===== config.mk =====
export PLATFORM = sky130hd
export DESIGN_NAME = fetch_ctrl
export DESIGN_NICKNAME = d
export VERILOG_FILES = /design/src/rtl/fetch_pkg.sv /design/src/rtl/fetch_timeout_ctr.sv /design/src/rtl/fetch_ctrl.sv
export SDC_FILE = /design/constraint.sdc
export NUM_CORES = 1
export LEC_CHECK = 0
export BUFFER_PORTS_ARGS = -buffer_cell sky130_fd_sc_hd__buf_4
export CORE_MARGIN = 4
export CORE_UTILIZATION = 47
export DETAILED_ROUTE_END_ITERATION = 7
export GPL_TIMING_DRIVEN = 0
export PLACE_DENSITY = 0.85
export SLEW_MARGIN = 5
export SYNTH_ARGS = -nofsm -noshare
export SYNTH_HDL_FRONTEND = slang
export SYNTH_HIERARCHICAL = 1
export SYNTH_SLANG_ARGS = --single-unit

===== constraint.sdc =====
create_clock -name clk -period 4.64 [get_ports clk]
set_clock_uncertainty 0.15 [all_clocks]
set_input_delay 1.392 -clock clk [delete_from_list [all_inputs] [get_ports clk]]
set_output_delay 1.392 -clock clk [all_outputs]
set_load 0.01 [all_outputs]

===== src/rtl/fetch_pkg.sv =====
// fetch_pkg: shared state encoding and constants for the instruction fetch controller.
package fetch_pkg;
  typedef enum logic [1:0] {IDLE, REQ, WAIT, HOLD} state_t;
  localparam logic [31:0] RESET_PC_DEFAULT = 32'h0000_3000;
  localparam logic [31:0] NOP = 32'h0000_0000;
endpackage


===== src/rtl/fetch_timeout_ctr.sv =====
// fetch_timeout_ctr: counts WAIT cycles without read data and flags the cycle the limit is reached.
module fetch_timeout_ctr #(
  parameter int LIMIT = 255
) (
  input  logic clk,
  input  logic reset,
  input  logic i_clr,
  input  logic i_inc,
  output logic o_hit
);
  logic [7:0] r_cnt;
  assign o_hit = i_inc && (r_cnt == 8'(LIMIT - 1));
  always_ff @(posedge clk or posedge reset)
    if (reset) r_cnt <= '0;
    else if (i_clr) r_cnt <= '0;
    else if (i_inc) r_cnt <= r_cnt + 8'd1;
endmodule


===== src/rtl/fetch_ctrl.sv =====
// fetch_ctrl: req/gnt/rvalid fetch sequencer with one-entry IF/ID buffer and delay-slot-safe redirects.
// Optional FETCH_TIMEOUT_EN adds a WAIT timeout that delivers a NOP and sets a sticky error.
module fetch_ctrl
  import fetch_pkg::*;
#(
  parameter logic [31:0] RESET_PC       = RESET_PC_DEFAULT,
  parameter int          TIMEOUT_CYCLES = 255
) (
  input  logic        clk,
  input  logic        reset,
  input  logic [31:0] pc_in,
  input  logic        redirect_i,
  input  logic        pipe_stall_i,
  output logic        im_req_o,
  output logic [31:0] im_addr_o,
  input  logic        im_gnt_i,
  input  logic        im_rvalid_i,
  input  logic [31:0] im_rdata_i,
  output logic [31:0] instr_o,
  output logic [31:0] pc_o,
  output logic        instr_valid_o,
  output logic        pc_hold_o,
  output logic        pc_load_o,
  output logic        redirect_ack_o,
  output logic        fetch_err_o
);
  state_t      r_state;
  logic [31:0] r_instr, r_pc;
  logic        r_valid;
  logic        w_gnt, w_to;
  logic [1:0]  w_unused_pc;
  assign w_unused_pc    = pc_in[1:0];
  assign w_gnt          = (r_state == REQ) && im_gnt_i;
  assign im_req_o       = (r_state == REQ);
  assign im_addr_o      = {pc_in[31:2], 2'b00};
  // Redirect waits for the delay-slot grant so the slot is always fetched first.
  assign redirect_ack_o = redirect_i && ((r_state == WAIT) || (r_state == HOLD) || w_gnt);
  assign pc_load_o      = redirect_ack_o;
  assign pc_hold_o      = !(w_gnt || redirect_ack_o);
  assign instr_o        = r_instr;
  assign pc_o           = r_pc;
  assign instr_valid_o  = r_valid;
`ifdef FETCH_TIMEOUT_EN
  logic r_err;
  fetch_timeout_ctr #(.LIMIT(TIMEOUT_CYCLES)) u_timeout (
    .clk   (clk),
    .reset (reset),
    .i_clr (w_gnt),
    .i_inc ((r_state == WAIT) && !im_rvalid_i),
    .o_hit (w_to)
  );
  always_ff @(posedge clk or posedge reset)
    if (reset) r_err <= 1'b0;
    else if (w_to) r_err <= 1'b1;
  assign fetch_err_o = r_err;
`else
  logic w_unused_to;
  assign w_unused_to = (TIMEOUT_CYCLES != 0);
  assign w_to        = 1'b0;
  assign fetch_err_o = 1'b0;
`endif
  always_ff @(posedge clk or posedge reset)
    if (reset) begin
      r_state <= IDLE;
      r_instr <= NOP;
      r_pc    <= RESET_PC;
      r_valid <= 1'b0;
    end else
      case (r_state)
        IDLE: r_state <= REQ;
        REQ:
          if (im_gnt_i) begin
            r_pc    <= pc_in;
            r_state <= WAIT;
          end
        WAIT:
          if (im_rvalid_i || w_to) begin
            r_instr <= im_rvalid_i ? im_rdata_i : NOP;
            r_valid <= 1'b1;
            r_state <= HOLD;
          end
        HOLD:
          if (!pipe_stall_i) begin
            r_valid <= 1'b0;
            r_state <= REQ;
          end
      endcase
endmodule


==> flow_summary.yaml, run 1 <==
clock_tree:
  htree_levels: 3
  cts_root_buf: "clkbuf_8"
  cts_resized: 0
  clkTransAtPathRegs_ns: 0.07
  cts_tree: "built"
  clock_sinks: 67
  cts_buffer_depth: 2
  clk-insertion-delay-late_ns: 0.31
  post_cts_buffers: 0
  cts_buffers: 9
  postCtsHoldBufs: 0
worst_setup_path:
  end_kind: "output port"
  crit_required_ns: 3.10
  arrival_ns: 2.38
  path_class: "input port to output port"
  r2r_setup_slack_ns: 2.86
  max_stage_delay_ns: 0.27
  cpMaxStageDelayCell: "buf_2"
  crit_top_cell: "buf_4"
  crit_chain: "buf_4, nand2_2, buf_2, a31oi_1, buf_4, buf_4"
  crit_fanout: 10
  cp-start-kind: "input port"
place:
  post-place-ws_ns: 0.682
  portBuffers: 168
  placed_area_um2: 4350
  placed_cells: 441
  place.gp.congestion: 0.720
  dpl.hpwl_um: 5760
sta:
  fin_setup_tns_ns: 0
  timing.final.crit_period_ns: 3.92
  fin_crit_sh: 0.846
  hold_violations: 0
  drv_slew: 0
  whs_ns: 0.357
  relSlewSlack: 0.455
  setup_viol: 0
  grt_setup_unrepaired: "no"
  setup_slack_ns: 0.716
  timing.fmax_ghz: 0.255
  worstMarginPinSlew_ns: 0.818
min_path:
  hp-class: "register to register"
die:
  core_um2: 6030
  rows: 28
  start_util: 0.495
  io_pins: 172
  die-area_um2: 7680
  die_h_um: 87.7
  die_w_um: 87.7
grt:
  track_usage: 0.185
  grt_max_degree: 68
  grt_pass1_vias: 2275
  grt_overflow_total: 0
  antenna_found_initial: 0
  grt_first_pass_wirelength_um: 10900
final_layout:
  multiInputGateArea_um2: 976
  diodes: 0
  drive_gt1_frac: 0.766
  utilization: 0.751
  final_cells: 456
  n_fill_cell: 434
  regArea_um2: 1680
  num-nets-final: 450
  stdcell_area_um2: 4530
  syn_to_final_growth_pct: 51.8
pwr:
  clock_power_share: 0.151
  p_per_area_nw_per_um2: 627
  intPower_mw: 1.96
  sequentialPowerShare: 0.371
  vdd_drop_max_uv: 336
  power_leakage_nw: 2.42
  swShare: 0.310
  p_comb_frac: 0.478
  p_total_mw: 2.84
  p_sw_mw: 0.881
yosys:
  synth.avg_cell_area_um2: 15.2
  yosys_warnings: 6
  seq_area_frac_synth: 0.563
  syn_area_um2: 2980
  synth_cells: 196
  synth_seq_cells: 67
  synth.distinct_cells: 19
drt:
  ant_nets: 0
  drt_iter0_markers: 42
  wl_um: 7130
  vias_per_cell: 4.62
  wl_per_cell_um: 15.6
  vias: 2108
  drt_first_pass_iters: 4
  drc_errors: 0
run_status:
  status: "finished clean"
job:
  maxCapViolCount: 0
==> path summary, 6_finish.rpt <==
path                                               end  depth (start not counted)                    from
min in group asynchronous          pc_o[6]$_DFFE_PP0N_                          2                   reset
worst max register to register     pc_o[1]$_DFFE_PP0N_                          4  r_state[0]$_DFFE_PP0P_
worst min-delay path              pc_o[16]$_DFFE_PP0N_                          1    pc_o[16]$_DFFE_PP0N_
worst min register to register    pc_o[16]$_DFFE_PP0N_                          1    pc_o[16]$_DFFE_PP0N_
max in group asynchronous       r_state[0]$_DFFE_PP0P_                          2                   reset
worst max-delay path                    redirect_ack_o                          6                im_gnt_i
==> cell usage in the layout, fill, tap and decap left out <==
cell type  instances
and2_1             1
ha_1               3
mux2i_1            2
buf_4            202
inv_4              1
buf_6              3
nand2_2            2
clkinv_2           2
inv_2              1
clkbuf_8          12
a222oi_1           1
mux2_2            34
dfstp_2            2
a221o_1            1
inv_1              6
a221oi_1           1
conb_1             3
a31oi_1            1
buf_2              3
clkbuf_1           1
o21ai_0            4
mux2_4            30
dfrtp_1           65
==> power groups by stage <==
stage               Sequential [mW]  Clock, mW  Combinational (mW)
floorplan                      1.18          0               0.578
global placement               1.04          0                1.34
detailed placement             1.06          0                1.39
CTS                            1.06      0.444                1.39
global route                   1.10      0.472                1.46
finish                         1.05      0.429                1.36
==> flip-flops by register name, indices dropped and copies added (netlist names) <==
name	flops
r_state	2
instr_o	32
instr_valid_o	1
pc_o	32
==> per-layer routing <==
| metal | vias to the layer above | routed length (um) | share of wire | GRT usage |
|---|---|---|---|---|
| li1 | 997 | - | - | - |
| met1 | 1002 | 2400 | 0.34 | 0.200 |
| met2 | 99 | 3970 | 0.56 | 0.338 |
| met3 | 10 | 682 | 0.096 | 0.0687 |
| met4 | 0 | 88 | 0.012 | 0.0530 |
| met5 | - | 0 | 0 | 0 |
==> layout make-up <==
| class | count | area share |
|---|---|---|
| flip-flops and latches | 67 | 0.371 |
| repair buffers | 168 | 0.279 |
| multi-input cells | 83 | 0.216 |
| plain buffers | 40 | 0.0672 |
| clock buffers | 13 | 0.0373 |
| well taps | 75 | 0.0207 |
| inverters | 8 | 0.00719 |
| clock inverters | 2 | 0.00221 |
==> cells in the mapped netlist <==
master | n | area (um^2)
a221o_1 | 1 | 10.0
a221oi_1 | 1 | 8.76
a222oi_1 | 1 | 10.0
a31oi_1 | 1 | 6.26
and2_1 | 1 | 6.26
buf_2 | 3 | 15.0
buf_4 | 34 | 255
buf_6 | 3 | 33.8
conb_1 | 1 | 3.75
dfrtp_1 | 65 | 1630
dfstp_2 | 2 | 52.6
ha_1 | 3 | 37.5
inv_1 | 7 | 26.3
inv_2 | 1 | 3.75
mux2_2 | 34 | 383
mux2_4 | 30 | 450
mux2i_1 | 2 | 20.0
nand2_2 | 2 | 12.5
o21ai_0 | 4 | 20.0
==> worst max-delay path: cells and delay by family <==
family	cells	cell delay, ns
buffers and inverters	4	0.69
AND/OR/NAND/NOR	1	0.16
AO/OA/AOI/OAI	1	0.15
==> cell families after synthesis <==
group / count (synthesis) / synth area share
other: 1 / 0.00126
AOI/OAI and AO/OA: 8 / 0.0185
adders and majority gates: 3 / 0.0126
DFF: 67 / 0.563
buffers and inverters: 48 / 0.112
muxes: 66 / 0.286
and+or+nand+nor: 3 / 0.00630
Note: power is estimated with default switching activity, not from simulation.
==> inputs of run 2 (changes only) <==
--- a/config.mk
+++ b/config.mk
@@ -7,10 +7,10 @@
 export LEC_CHECK = 0
 export BUFFER_PORTS_ARGS = -buffer_cell sky130_fd_sc_hd__buf_4
 export CORE_MARGIN = 4
-export CORE_UTILIZATION = 47
+export CORE_UTILIZATION = 44
 export DETAILED_ROUTE_END_ITERATION = 7
 export GPL_TIMING_DRIVEN = 0
-export PLACE_DENSITY = 0.85
+export PLACE_DENSITY = 0.8
 export SLEW_MARGIN = 5
 export SYNTH_ARGS = -nofsm -noshare
 export SYNTH_HDL_FRONTEND = slang
==> constraint.sdc (replaced) <==
create_clock -name clk -period 3.92 [get_ports clk]
set_clock_uncertainty 0.15 [all_clocks]
set_input_delay 1.176 -clock clk [delete_from_list [all_inputs] [get_ports clk]]
set_output_delay 1.176 -clock clk [all_outputs]
set_load 0.01 [all_outputs]
==> run 2 against run 1 <==
Net effect: total power up 18%; largest power group unchanged; flip-flop and latch count unchanged; non-clock buffer count unchanged; register-to-register slack worse by 0.72 ns; sequential share of layout area about the same; cell count up 0.66%.
==> flow_summary.yaml, run 2 (synthesis gave the netlist of run 1 again) <==
min_path:
  holdCritStartpoint: "pc_o[4]$_DFFE_PP0N_"
  min_to: "pc_o[4]$_DFFE_PP0N_"
  holdPathStages: 1
  hp-class: "register to register"
final_layout:
  multiInputGateArea_um2: 976
  layout_commonest_cell: "buf_4"
  diodes: 0
  n_fill_cell: 467
  syn_to_final_growth_pct: 51.6
  regArea_um2: 1680
  drive_gt1_frac: 0.764
  num-nets-final: 450
  final_cell_mix: "buf_4, dfrtp_1, mux2_2"
clock_tree:
  htree_levels: 3
  cts_buffer_depth: 2
  postCtsHoldBufs: 0
  cts_resized: 0
  post_cts_buffers: 0
  clk-insertion-delay-late_ns: 0.32
  cts_buffers: 9
  clock_sinks: 67
  cts_root_buf: "clkbuf_8"
  cts_tree: "built"
  clkTransAtPathRegs_ns: 0.07
job:
  maxCapViolCount: 0
pwr:
  vdd_drop_max_uv: 410
  p_per_area_nw_per_um2: 741
  power_leakage_nw: 2.41
run_status:
  status: "finished clean"
grt:
  antenna_found_initial: 0
  grt_pass1_vias: 2301
  grt_max_degree: 68
  grt_overflow_total: 0
  grt_first_pass_wirelength_um: 11000
  track_usage: 0.169
die:
  io_pins: 172
  start_util: 0.462
  rows: 29
  die_h_um: 90.3
  die_w_um: 90.3
  die-area_um2: 8160
  core_um2: 6460
place:
  dpl.hpwl_um: 5440
  portBuffers: 168
  place.gp.congestion: 0.699
worst_setup_path:
  path_class: "input port to output port"
  crit_top_cell: "buf_4"
  crit_required_ns: 2.59
  cp-start-kind: "input port"
  arrival_ns: 2.18
  cpMaxStageDelayCell: "buf_2"
  r2r_start: "r_state[1]$_DFFE_PP0P_"
  crit_fanout: 10
  end_kind: "output port"
  crit_chain: "buf_4, nand2_2, buf_2, a31oi_1, buf_4, buf_4"
  r2r_setup_slack_ns: 2.14
  max_stage_delay_ns: 0.28
  reg2reg_to: "pc_o[1]$_DFFE_PP0N_"
  ff2ff_path_depth: 5
drt:
  drt_iter0_markers: 17
  wl_um: 6980
  drc_errors: 0
  vias_per_cell: 4.70
  ant_nets: 0
  drt_first_pass_iters: 4
  vias: 2156
  wl_per_cell_um: 15.2
sta:
  drv_slew: 0
  grt_setup_unrepaired: "no"
  hold_violations: 0
  fin_crit_sh: 0.893
  timing.fmax_ghz: 0.286
  worstMarginPinSlew_ns: 0.796
  whs_ns: 0.357
  setup_viol: 0
  fin_setup_tns_ns: 0
  timing.final.crit_period_ns: 3.50
  relSlewSlack: 0.469
run 2: layer usage:
layer | track usage | vias up | share of wire
met1 | 0.189 | 1042 | 0.37
met3 | 0.0792 | 8 | 0.11
met4 | 0.0676 | 0 | 0.011
met2 | 0.279 | 113 | 0.51
li1 | - | 993 | -
met5 | 0 | - | 0
run 2: per-stage QoR:
stage               power [mW]   util  worst slack [ns]  instance area, um^2  cells
global placement          2.82  0.673             0.110                 4350    443
CTS                       3.40  0.700             0.373                 4520    459
finish                    3.35  0.700             0.418                 4520    459
detailed placement        2.88  0.673             0.375                 4350    443
global route              3.56  0.700             0.347                 4520    459
floorplan                 2.08      -             0.664                 2990    198
run 2: report_power, final:
group,total [mW],internal [mW],switching [mW]
Sequential,1.25,1.05,0.199
Clock,0.499,0.246,0.252
Combinational,1.60,0.986,0.610
run 2: critical path, delay by kind of cell:
family	cells	cell delay, ns
AO/OA/AOI/OAI	1	0.16
buffers and inverters	4	0.68
AND/OR/NAND/NOR	1	0.16
run 2: cell type report:
| type | count | share of cell area |
|---|---|---|
| Timing Repair Buffer | 168 | 0.279 |
| Buffer | 40 | 0.0673 |
| Multi-Input combinational cell | 83 | 0.216 |
| Clock buffer | 12 | 0.0321 |
| Inverter | 8 | 0.00720 |
| Tap cell | 77 | 0.0213 |
| Clock inverter | 4 | 0.00581 |
| Sequential cell | 67 | 0.371 |
run 2: worst max-delay path by stage:
stage,from,slack [ns],endpoint
3_3_place_gp,reset,0.11,pc_o[21]$_DFFE_PP0N_
4_1_cts,im_gnt_i,0.37,redirect_ack_o
3_5_place_dp,im_gnt_i,0.38,redirect_ack_o
2_1_floorplan,im_gnt_i,0.66,redirect_ack_o
6_report,im_gnt_i,0.42,redirect_ack_o
5_1_grt,im_gnt_i,0.35,redirect_ack_o
==> inputs of run 3 (changes only) <==
--- a/config.mk
+++ b/config.mk
@@ -10,7 +10,7 @@
 export CORE_UTILIZATION = 44
 export DETAILED_ROUTE_END_ITERATION = 7
 export GPL_TIMING_DRIVEN = 0
-export PLACE_DENSITY = 0.8
+export PLACE_DENSITY = 0.92
 export SLEW_MARGIN = 5
 export SYNTH_ARGS = -nofsm -noshare
 export SYNTH_HDL_FRONTEND = slang
==> run 3 against run 2 <==
Net effect: worst hold slack gained 0.0021 ns; combinational power is essentially flat; setup slack gained 0.037 ns; sequential share of layout area shrank 0.16 points; cell count is the same; critical endpoint unchanged.
==> flow_summary.yaml, run 3 (synthesis gave the netlist of run 1 again) <==
sta:
  timing.final.crit_period_ns: 3.46
  worstMarginPinSlew_ns: 0.777
  fin_setup_tns_ns: 0
  relSlewSlack: 0.482
  whs_ns: 0.359
  hold_violations: 0
  setup_viol: 0
  drv_slew: 0
  grt_setup_unrepaired: "no"
  timing.fmax_ghz: 0.289
  fin_crit_sh: 0.884
worst_setup_path:
  end_kind: "output port"
  arrival_ns: 2.14
  crit_top_cell: "buf_4"
  path_buf_inv: 4
  ff2ff_path_depth: 5
  cp_top_family: "buffers and inverters"
  crit_fanout: 10
  cpMaxStageDelayCell: "buf_2"
  path_class: "input port to output port"
  crit_required_ns: 2.59
  crit_chain: "buf_4, nand2_2, buf_2, a31oi_1, buf_4, buf_4"
  cp-start-kind: "input port"
  max_stage_delay_ns: 0.26
  worst-path-stages: 6
final_layout:
  layout_commonest_cell: "buf_4"
  num-nets-final: 450
  diodes: 0
  syn_to_final_growth_pct: 52.3
  final_cell_mix: "buf_4, dfrtp_1, mux2_2"
  drive_gt1_frac: 0.764
clock_tree:
  clock_sinks: 67
  htree_levels: 3
  cts_buffers: 9
  cts_root_buf: "clkbuf_8"
  cts_buffer_depth: 2
  postCtsHoldBufs: 0
  post_cts_buffers: 0
  cts_resized: 0
  clkTransAtPathRegs_ns: 0.06
  clk-insertion-delay-late_ns: 0.33
  cts_tree: "built"
drt:
  vias: 2103
  vias_per_cell: 4.58
  drc_errors: 0
  drt_first_pass_iters: 4
  ant_nets: 0
  wl_per_cell_um: 15.2
  drt_iter0_markers: 28
  wl_um: 6980
place:
  dpl.hpwl_um: 5660
  place.gp.congestion: 0.735
  portBuffers: 168
pwr:
  p_total_mw: 3.37
  power_leakage_nw: 2.42
  vdd_drop_max_uv: 432
  p_per_area_nw_per_um2: 742
grt:
  track_usage: 0.172
  grt_pass1_vias: 2301
  grt_overflow_total: 0
  grt_first_pass_wirelength_um: 11100
  antenna_found_initial: 0
  grt_max_degree: 68
job:
  maxCapViolCount: 0
die:
  die-area_um2: 8160
  io_pins: 172
  rows: 29
  die_h_um: 90.3
  start_util: 0.462
  die_w_um: 90.3
  core_um2: 6460
min_path:
  hp-class: "register to register"
  holdPathStages: 1
run_status:
  status: "finished clean"
[run 3: cell types whose count changed in the layout (fill, tap and decap cells not counted)]
cell	change
clkbuf_8	+3
clkinv_4	-1
clkinvlp_4	-1
clkinv_2	-1
[run 3: area by class of cell]
cell class	count	area (um^2)
flip-flops and latches	67	1680
clock buffers	15	186
fillers	455	1920
multi-input cells	83	976
plain buffers	40	304
repair buffers	168	1260
well taps	77	96.3
clock inverters	1	5.00
inverters	8	32.5
[run 3: path summary, 6_finish.rpt]
kind / startpoint / endpoint / slack (ns)
worst max-delay path: im_gnt_i / redirect_ack_o / 0.46
worst min-delay path: pc_o[29]$_DFFE_PP0N_ / pc_o[29]$_DFFE_PP0N_ / 0.36
worst max register to register: r_state[1]$_DFFE_PP0P_ / pc_o[20]$_DFFE_PP0N_ / 2.13
worst min register to register: pc_o[29]$_DFFE_PP0N_ / pc_o[29]$_DFFE_PP0N_ / 0.36
max in group asynchronous: reset / pc_o[5]$_DFFE_PP0N_ / 2.26
min in group asynchronous: reset / instr_o[1]$_DFFE_PP0P_ / 0.86
[run 3: through the flow]
stage	setup WS, ns	std cells	cell area [um^2]	util
global route	0.379	459	4540	0.703
CTS	0.433	459	4540	0.703
global placement	0.219	443	4350	0.673
floorplan	0.664	198	2990	-
finish	0.455	459	4540	0.703
detailed placement	0.433	443	4350	0.673
[run 3: power by group]
group	internal, mW	leakage [nW]	total [mW]	switching (mW)
Clock	0.299	0.0997	0.528	0.230
Sequential	1.05	0.792	1.25	0.194
Combinational	0.987	1.53	1.59	0.607
[run 3: worst reg2reg max path, stage by stage, from the launching register on]
cell and delay, ns:
dfrtp_1 0.37, inv_1 0.07, ha_1 0.23, nand2_2 0.19, buf_2 0.28, mux2_2 0.37
[run 3: per-layer routing]
metal | vias up | GRT usage | wire length [um]
met5 | - | 0 | 0
li1 | 990 | - | -
met3 | 10 | 0.0642 | 643
met1 | 996 | 0.181 | 2620
met2 | 107 | 0.304 | 3610
met4 | 0 | 0.0778 | 94
